### src/rtl/clkdiv_ctrl.sv
// clkdiv_ctrl
// Run controller for the clock-divider timebase. Holds a programmable
// divide ratio, enables the divider datapath and emits a one-cycle tick
// every (div+1) clk cycles. It runs either continuously or for a burst of
// N ticks that ends with a one-cycle done pulse. Configuration is offered
// over a valid/ready handshake and is only accepted while idle.
//
// Optional feature macro: CLKDIV_CTRL_PAUSE_EN
//   When defined, adds input 'pause'. While paused in RUN/BURST the
//   prescaler and the burst remainder freeze, ena_out and tick are forced
//   low, and the state is held. stop still wins over pause.
//
// Ports:
//   clk        system clock, rising edge
//   rst        asynchronous active-high reset
//   cfg_valid  configuration offered
//   cfg_ready  configuration can be accepted (IDLE only)
//   cfg_div    divide ratio, tick period = cfg_div+1
//   cfg_burst  0 = continuous run, 1 = burst of cfg_count ticks
//   cfg_count  burst length in ticks
//   start      start request, acted on in IDLE only
//   stop       abort request, acted on in RUN/BURST
//   pause      (CLKDIV_CTRL_PAUSE_EN only) freeze counting
//   ena_out    divider enable, high while running
//   tick       one-cycle pulse at the end of each prescale period
//   busy       high in RUN, BURST or DONE
//   done       one-cycle pulse when a burst completes
//   tick_cnt   ticks issued since the last start, wraps silently

module clkdiv_ctrl #(
  parameter int DIV_W = 8,
  parameter int CNT_W = 16
) (
  input  logic             clk,
  input  logic             rst,
  input  logic             cfg_valid,
  output logic             cfg_ready,
  input  logic [DIV_W-1:0] cfg_div,
  input  logic             cfg_burst,
  input  logic [CNT_W-1:0] cfg_count,
  input  logic             start,
  input  logic             stop,
`ifdef CLKDIV_CTRL_PAUSE_EN
  input  logic             pause,
`endif
  output logic             ena_out,
  output logic             tick,
  output logic             busy,
  output logic             done,
  output logic [CNT_W-1:0] tick_cnt
);

  typedef enum logic [1:0] {
    S_IDLE  = 2'd0,
    S_RUN   = 2'd1,
    S_BURST = 2'd2,
    S_DONE  = 2'd3
  } state_t;

  state_t           r_state;
  state_t           w_nextState;

  logic [DIV_W-1:0] r_div;
  logic             r_burst;
  logic [CNT_W-1:0] r_count;
  logic [DIV_W-1:0] r_preCnt;
  logic [CNT_W-1:0] r_remain;
  logic [CNT_W-1:0] r_tickCnt;

  logic             w_isIdle;
  logic             w_active;
  logic             w_pause;
  logic             w_cfgFire;
  logic             w_startFire;
  logic             w_effBurst;
  logic [CNT_W-1:0] w_effCount;
  logic             w_tickDue;
  logic             w_tick;
  logic             w_lastTick;
  logic             w_advance;

`ifdef CLKDIV_CTRL_PAUSE_EN
  assign w_pause = pause;
`else
  assign w_pause = 1'b0;
`endif

  assign w_isIdle    = (r_state == S_IDLE);
  assign w_active    = (r_state == S_RUN) || (r_state == S_BURST);
  assign w_cfgFire   = cfg_valid && w_isIdle;
  assign w_startFire = start && w_isIdle;

  // A config offered in the same cycle as start must take effect for that
  // start, so the start path looks through to the incoming values.
  assign w_effBurst  = w_cfgFire ? cfg_burst : r_burst;
  assign w_effCount  = w_cfgFire ? cfg_count : r_count;

  // stop and pause both mask a due tick; stop additionally ends the run.
  assign w_tickDue   = w_active && (r_preCnt == r_div);
  assign w_tick      = w_tickDue && !stop && !w_pause;
  assign w_lastTick  = (r_state == S_BURST) && w_tick && (r_remain == CNT_W'(1));
  assign w_advance   = w_active && !stop && !w_pause;

  // State register.
  always_ff @(posedge clk or posedge rst) begin
    if (rst) begin
      r_state <= S_IDLE;
    end else begin
      r_state <= w_nextState;
    end
  end

  // Next-state logic. A zero-length burst goes straight to DONE so the
  // caller still gets its completion pulse without any ticks.
  always_comb begin
    w_nextState = r_state;
    case (r_state)
      S_IDLE: begin
        if (start) begin
          if (!w_effBurst) begin
            w_nextState = S_RUN;
          end else if (w_effCount != '0) begin
            w_nextState = S_BURST;
          end else begin
            w_nextState = S_DONE;
          end
        end
      end
      S_RUN, S_BURST: begin
        if (stop) begin
          w_nextState = S_IDLE;
        end else if (w_lastTick) begin
          w_nextState = S_DONE;
        end
      end
      S_DONE: begin
        w_nextState = S_IDLE;
      end
      default: begin
        w_nextState = S_IDLE;
      end
    endcase
  end

  // Output decode, all derived from the registered state and counters.
  always_comb begin
    cfg_ready = w_isIdle;
    busy      = !w_isIdle;
    ena_out   = w_active && !w_pause;
    tick      = w_tick;
    done      = (r_state == S_DONE);
    tick_cnt  = r_tickCnt;
  end

  // Configuration registers, only writable while idle.
  always_ff @(posedge clk or posedge rst) begin
    if (rst) begin
      r_div   <= '0;
      r_burst <= 1'b0;
      r_count <= '0;
    end else if (w_cfgFire) begin
      r_div   <= cfg_div;
      r_burst <= cfg_burst;
      r_count <= cfg_count;
    end
  end

  // Prescaler, tick counter and burst remainder. A start clears the run
  // counters; tick_cnt is otherwise left alone in IDLE so software can read
  // the final count after a stop or a completed burst.
  always_ff @(posedge clk or posedge rst) begin
    if (rst) begin
      r_preCnt  <= '0;
      r_remain  <= '0;
      r_tickCnt <= '0;
    end else if (w_startFire) begin
      r_preCnt  <= '0;
      r_tickCnt <= '0;
      r_remain  <= w_effCount;
    end else if (w_advance) begin
      if (w_tickDue) begin
        r_preCnt <= '0;
      end else begin
        r_preCnt <= r_preCnt + DIV_W'(1);
      end
      if (w_tick) begin
        r_tickCnt <= r_tickCnt + CNT_W'(1);
      end
      if (w_tick && (r_state == S_BURST)) begin
        r_remain <= r_remain - CNT_W'(1);
      end
    end
  end

endmodule

### config.mk
export PLATFORM = sky130hd
export DESIGN_NAME = clkdiv_ctrl
export DESIGN_NICKNAME = d
export VERILOG_FILES = /design/src/rtl/clkdiv_ctrl.sv
export SDC_FILE = /design/constraint.sdc
export NUM_CORES = 1
export LEC_CHECK = 0
export BUFFER_PORTS_ARGS = -buffer_cell sky130_fd_sc_hd__buf_4
export CORE_ASPECT_RATIO = 1.75
export CORE_MARGIN = 10
export CORE_UTILIZATION = 49
export DETAILED_ROUTE_END_ITERATION = 10
export PLACE_DENSITY = 0.81
export REMOVE_ABC_BUFFERS = 1
export SYNTH_ARGS = -nofsm -noshare
export SYNTH_HDL_FRONTEND = slang
export SYNTH_SLANG_ARGS = --single-unit
### constraint.sdc
create_clock -name clk -period 7.9 [get_ports clk]
set_input_delay 1.185 -clock clk [delete_from_list [all_inputs] [get_ports clk]]
set_output_delay 1.185 -clock clk [all_outputs]
set_load 0.02 [all_outputs]
==> impl_metrics.json, run 1 <==
{
  "async_flop_share_pct": 100,
  "path_max_fanout": 10,
  "fin_skew_ns": 0.00664,
  "cp_common_cell": "buf_4",
  "drt_first_pass_iters": 4,
  "hold_ws_ns": 0.524,
  "grt_pass1_vias": 3025,
  "insertion_delay_ns": 0.34,
  "period_needed_ns": 3.77,
  "power.total_w": 0.00139,
  "dieHeight_um": 132,
  "cts_buffer_depth": 2,
  "finalCritPeriodShare_pct": 47.8,
  "synth_top_flop_cell": "dfrtp_1",
  "cp_slowest_cell": "nor4_2",
  "cp_slowest_stage_delay_ns": 0.71,
  "antenna_found_initial": 0,
  "max_slew_margin_pct": 25.1,
  "grt_max_degree": 68,
  "fillers": 586,
  "synth_enable_flop_cells": 0,
  "cts_root_buf": "clkbuf_16",
  "critical_path_class": "primary input to output port",
  "worstPathRequired_ns": 6.71,
  "drc_errors": 0,
  "dpl_worst_slack_ns": 4.20,
  "grt.overflow.total": 0,
  "wire_per_inst_um": 17.6,
  "max_freq_mhz": 265,
  "p_leak_nw": 1.72,
  "place.gp.congestion": 0.837,
  "clkTransAtPathRegs_ns": 0.05,
  "core_um2": 6910,
  "setup_viol": 0,
  "cellPowerDensity_nw_per_um2": 330,
  "clkSinkCount": 67,
  "seq_area_frac_synth_pct": 47.7,
  "cts_buffers": 9,
  "yosys.cell_types.count": 38,
  "fin_setup_tns_ns": 0,
  "die-area_um2": 11100,
  "maxCapViolations": 0,
  "grt_setup_unrepaired": "no",
  "synth_area_per_cell_um2": 9.96,
  "syn_inst": 353,
  "first_iter_violations": 261,
  "rows": 40,
  "final_util_pct": 61.0,
  "crit_path_start_kind": "primary input",
  "cts_setup_buffers": 0,
  "ioPinCount": 51,
  "htreeDepth": 3,
  "cp.arrival_ns": 2.59,
  "vias_per_cell": 6.10,
  "die_w_um": 84.0,
  "yosys_warnings": 0,
  "hold_path_class": "flop to flop",
  "initial_core_util_pct": 50.9,
  "ys_seq_elements": 67,
  "n_antenna_cell": 0,
  "status": "complete, no violations",
  "antenna_left": 0,
  "ir_drop_mv": 0.179,
  "hpwl_mm": 6.17,
  "via_count": 2987,
  "cts_resized": 0,
  "cp_cell_sequence": "buf_4 -> nand2b_1 -> nor4_2 -> buf_4",
  "area_growth_syn_to_layout_pct": 19.8,
  "fin_nets": 439,
  "io_buffers": 50,
  "hold_buffers": 0,
  "slew_violations": 0,
  "grt_pass1_wl_mm": 14.4,
  "cts_tree": "yes",
  "fin_ws_ns": 4.13,
  "hold_violations": 0,
  "worst_pin_slew_ns": 1.12,
  "crit_path_end_kind": "output port",
  "track_usage_pct": 15.6,
  "wl_mm": 8.61,
  "layout-drive-gt1-share_pct": 24.6,
  "syn_area_um2": 3520
}
[routing by layer]
layer / track usage (%) / share of wire (%) / up-vias
li1: - / - / 1410
met1: 17.0 / 39 / 1471
met2: 26.4 / 52 / 79
met3: 4.95 / 5.8 / 27
met4: 7.38 / 3.2 / 0
met5: 0 / 0 / -
[cell type report]
| cell class | count | area [um2] | area share (%) |
|---|---|---|---|
| Multi-Input combinational cell | 259 | 1730 | 41.0 |
| Sequential cell | 67 | 1680 | 39.8 |
| Timing Repair Buffer | 53 | 398 | 9.45 |
| Clock buffer | 10 | 229 | 5.44 |
| Tap cell | 84 | 105 | 2.50 |
| Inverter | 11 | 41.3 | 0.981 |
| Clock inverter | 6 | 32.5 | 0.773 |
[Yosys cell counts, types with 2 or more instances]
cell | n | area, um2
inv_1 | 11 | 41.3
o31ai_1 | 13 | 97.6
ha_1 | 8 | 100
nand3b_1 | 2 | 15.0
nor4_1 | 15 | 93.8
or4_1 | 17 | 128
nand3_1 | 13 | 65.1
buf_2 | 2 | 10.0
mux2_2 | 24 | 270
nand4_1 | 9 | 56.3
nand4b_1 | 2 | 17.5
mux2i_1 | 6 | 60.1
xnor2_1 | 13 | 114
o21ai_0 | 19 | 95.1
or2_2 | 2 | 12.5
clkbuf_1 | 12 | 45.0
nor2_1 | 23 | 86.3
nand2_1 | 29 | 109
nand2b_1 | 4 | 25.0
and3_1 | 2 | 12.5
dfrtp_1 | 67 | 1680
a31o_2 | 2 | 17.5
or3_1 | 11 | 68.8
and2_1 | 4 | 25.0
a21oi_1 | 15 | 75.1
nor3_1 | 5 | 25.0
a31oi_1 | 12 | 75.1
[where the power goes]
part	total [W]	internal, W	switching (W)
sequential	0.000565	0.000467	0.0000977
clock	0.000352	0.000209	0.000143
combinational	0.000472	0.000209	0.000263
[worst paths after layout]
kind / start / end / slack [ns] / cells past startpoint
setup / recovery: stop / tick / 4.13 / 4
hold / removal: r_count[12] / r_count[12] / 0.52 / 1
setup reg to reg: r_state[0] / r_remain[14] / 5.02 / 7
hold reg to reg: r_count[12] / r_count[12] / 0.52 / 1
max in group asynchronous: rst / tick_cnt[13] / 6.24 / 3
min in group asynchronous: rst / r_remain[0] / 1.10 / 3
[worst max-delay path: cells and delay by family]
| family | cells | cell delay, ns |
|---|---|---|
| buf+inv | 2 | 0.39 |
| simple gates | 2 | 1.01 |
[metrics by stage]
| stage | instances | area (um2) |
|---|---|---|
| global route | 490 | 4210 |
| floorplan | 337 | 3450 |
| finish | 490 | 4210 |
| detailed placement | 474 | 3950 |
| CTS | 490 | 4210 |
| global placement | 474 | 3950 |
[kinds of logic (layout without fill, tap and decap cells)]
family                   count (synthesis)  count (layout)  share of synthesized area, %
AND/OR/NAND/NOR                        143             143                          22.4
flip-flops                              67              67                          47.7
AO/OA/AOI/OAI                           64              64                          11.0
multiplexers                            30              30                          9.40
buffers and inverters                   27              80                          3.17
XOR/XNOR                                14              14                          3.49
adder cells (fa/ha/maj)                  8               8                          2.85
[state kept, by name, summed over array words and instances (netlist names)]
name	cells
r_burst	1
r_count	16
r_div	8
r_preCnt	8
r_remain	16
r_state	2
tick_cnt	16
[layout by cell type (no fill, tap or decap), types with 5 or more instances in the layout]
cell,instances
a21oi_1,15
a31oi_1,12
buf_4,53
clkbuf_16,9
clkinv_2,5
dfrtp_1,67
ha_1,8
inv_1,10
mux2_2,24
mux2i_1,6
nand2_1,29
nand3_1,13
nand4_1,9
nor2_1,23
nor3_1,5
nor4_1,15
o21ai_0,19
o31ai_1,13
or3_1,11
or4_1,17
xnor2_1,13
Note: power is estimated with default switching activity, not from simulation.
==> run 2: changes to the inputs <==
PLACE_DENSITY = 0.84   (was 0.81)
clock period = 3.25 ns   (was 7.9 ns; I/O delays follow)
==> run 2 against run 1 <==
  * Count of clock-buffer cells in the layout is 3 higher
  * Worst setup slack worse by 3.7 ns
  * Routed wire length is 1.7% higher
  * Sequential power is 140% higher
  * Register-to-register slack worse by 4.6 ns
  * Largest power group unchanged
  * First-iteration DRC count is 31% lower
  * Power is 150% higher
  * Clock skew hardly changed
==> impl_metrics.json, run 2 (synthesis gave the netlist of run 1 again) <==
{
  "layout-drive-gt1-share_pct": 25.0,
  "ioPinCount": 51,
  "die-area_um2": 11100,
  "path_max_fanout": 11,
  "antenna_found_initial": 0,
  "max_freq_mhz": 348,
  "p_leak_nw": 1.74,
  "ir_drop_mv": 0.475,
  "hpwl_mm": 6.38,
  "grt_pass1_vias": 3091,
  "maxCapViolations": 0,
  "drc_errors": 0,
  "cp_common_cell": "or4_1",
  "postLayoutCellArea_um2": 4250,
  "wl_mm": 8.75,
  "status": "complete, no violations",
  "placed_area_um2": 3970,
  "max_slew_margin_pct": 25.3,
  "insertion_delay_ns": 0.33,
  "clkTransAtPathRegs_ns": 0.05,
  "cellPowerDensity_nw_per_um2": 812,
  "cts_buffer_depth": 2,
  "final_cells": 492,
  "initial_core_util_pct": 50.9,
  "worst_pin_slew_ns": 1.12,
  "placedCellCount": 477,
  "io_buffers": 50,
  "grt_pass1_wl_mm": 14.8,
  "via_count": 2991,
  "vias_per_cell": 6.08,
  "mostFrequentLayoutCells": "67 x dfrtp_1, 56 x buf_4, 29 x nand2_1, 24 x mux2_2, 23 x nor2_1",
  "antenna_left": 0,
  "hold_violations": 0,
  "cp.arrival_ns": 3.12,
  "cp_slowest_stage_delay_ns": 0.59,
  "hold_path_class": "primary input to asynchronous set/reset pin",
  "fin_setup_tns_ns": 0,
  "crit_path_end_kind": "flop",
  "fin_nets": 442,
  "die_w_um": 84.0,
  "cts_root_buf": "clkbuf_16",
  "cp_cell_sequence": "inv_1 -> ha_1 -> or3b_1 -> or3_1 -> or4_1 -> or4_1 -> a31oi_1",
  "grt_max_degree": 39,
  "cts_buffers": 9,
  "track_usage_pct": 16.0,
  "finalCritPeriodShare_pct": 88.4,
  "period_needed_ns": 2.87,
  "worstPathRequired_ns": 3.49,
  "power.total_w": 0.00345,
  "path_buf_inv": 1,
  "grt_setup_unrepaired": "no",
  "critPathTopFamily": "simple AND/OR/NAND/NOR gates",
  "fillers": 556,
  "clkSinkCount": 67,
  "n_antenna_cell": 0,
  "multi_input_area_um2": 1730,
  "fin_skew_ns": 0.00645,
  "core_um2": 6910,
  "dieHeight_um": 132,
  "drt_first_pass_iters": 5,
  "crit_path_start_kind": "flop",
  "first_iter_violations": 180,
  "htreeDepth": 3,
  "hold_buffers": 0,
  "critical_path_class": "flop to flop",
  "grt.overflow.total": 0,
  "area_growth_syn_to_layout_pct": 20.9,
  "rows": 40,
  "cp_slowest_cell": "or4_1",
  "cts_tree": "yes",
  "cts_resized": 0,
  "cts_setup_buffers": 0,
  "wire_per_inst_um": 17.8,
  "slew_violations": 0,
  "place.gp.congestion": 0.839,
  "mostFrequentLayoutCell": "dfrtp_1",
  "seqCellArea_um2": 1680,
  "setup_viol": 0
}
run 2: changes by cell type in the layout (fill, tap and decap cells not counted), sizes merged:
cell	before	now
clkinv	5	2
buf	53	56
clkinvlp	1	0
clkbuf	10	13
run 2: worst paths after layout:
path | start | end | slack, ns | depth (start not counted)
setup / recovery | r_state[0] | r_remain[14] | 0.38 | 7
max in group asynchronous | rst | r_remain[9] | 2.46 | 3
min in group clk | cfg_div[2] | r_div[2] | 0.37 | 3
hold / removal | rst | tick_cnt[11] | 0.06 | 2
hold reg to reg | r_count[9] | r_count[9] | 0.53 | 1
setup reg to reg | r_state[0] | r_remain[14] | 0.38 | 7
run 2: stage by stage:
stage	setup slack, ns	hold WS (ns)	util, %
2_1_floorplan	0.462	0.491	-
3_3_place_gp	0.513	0.412	57.5
3_5_place_dp	0.392	0.418	57.5
4_1_cts	0.374	0.0612	61.6
5_1_grt	0.238	0.0729	61.6
6_report	0.376	0.0606	61.6
run 2: layout make-up:
type                       instances  area share, %
clock inverter                     2          0.235
multi-input combinational        259           40.6
inverter                          11          0.971
timing repair buffer              56           9.89
sequential                        67           39.4
tap                               84           2.47
clock buffer                      13           6.36
run 2: metal layers:
layer | vias to the layer above | GRT usage, % | part of all wire, %
met2 | 92 | 28.0 | 53
li1 | 1414 | - | -
met5 | - | 0 | 0
met3 | 20 | 5.01 | 6.1
met4 | 0 | 8.13 | 2.9
met1 | 1465 | 16.5 | 38
run 2: report_power, final:
group / total [W] / leakage, nW / switching [W] / internal (W)
Sequential: 0.00138 / 0.829 / 0.000240 / 0.00114
Clock: 0.000906 / 0.141 / 0.000335 / 0.000571
Combinational: 0.00117 / 0.771 / 0.000653 / 0.000519
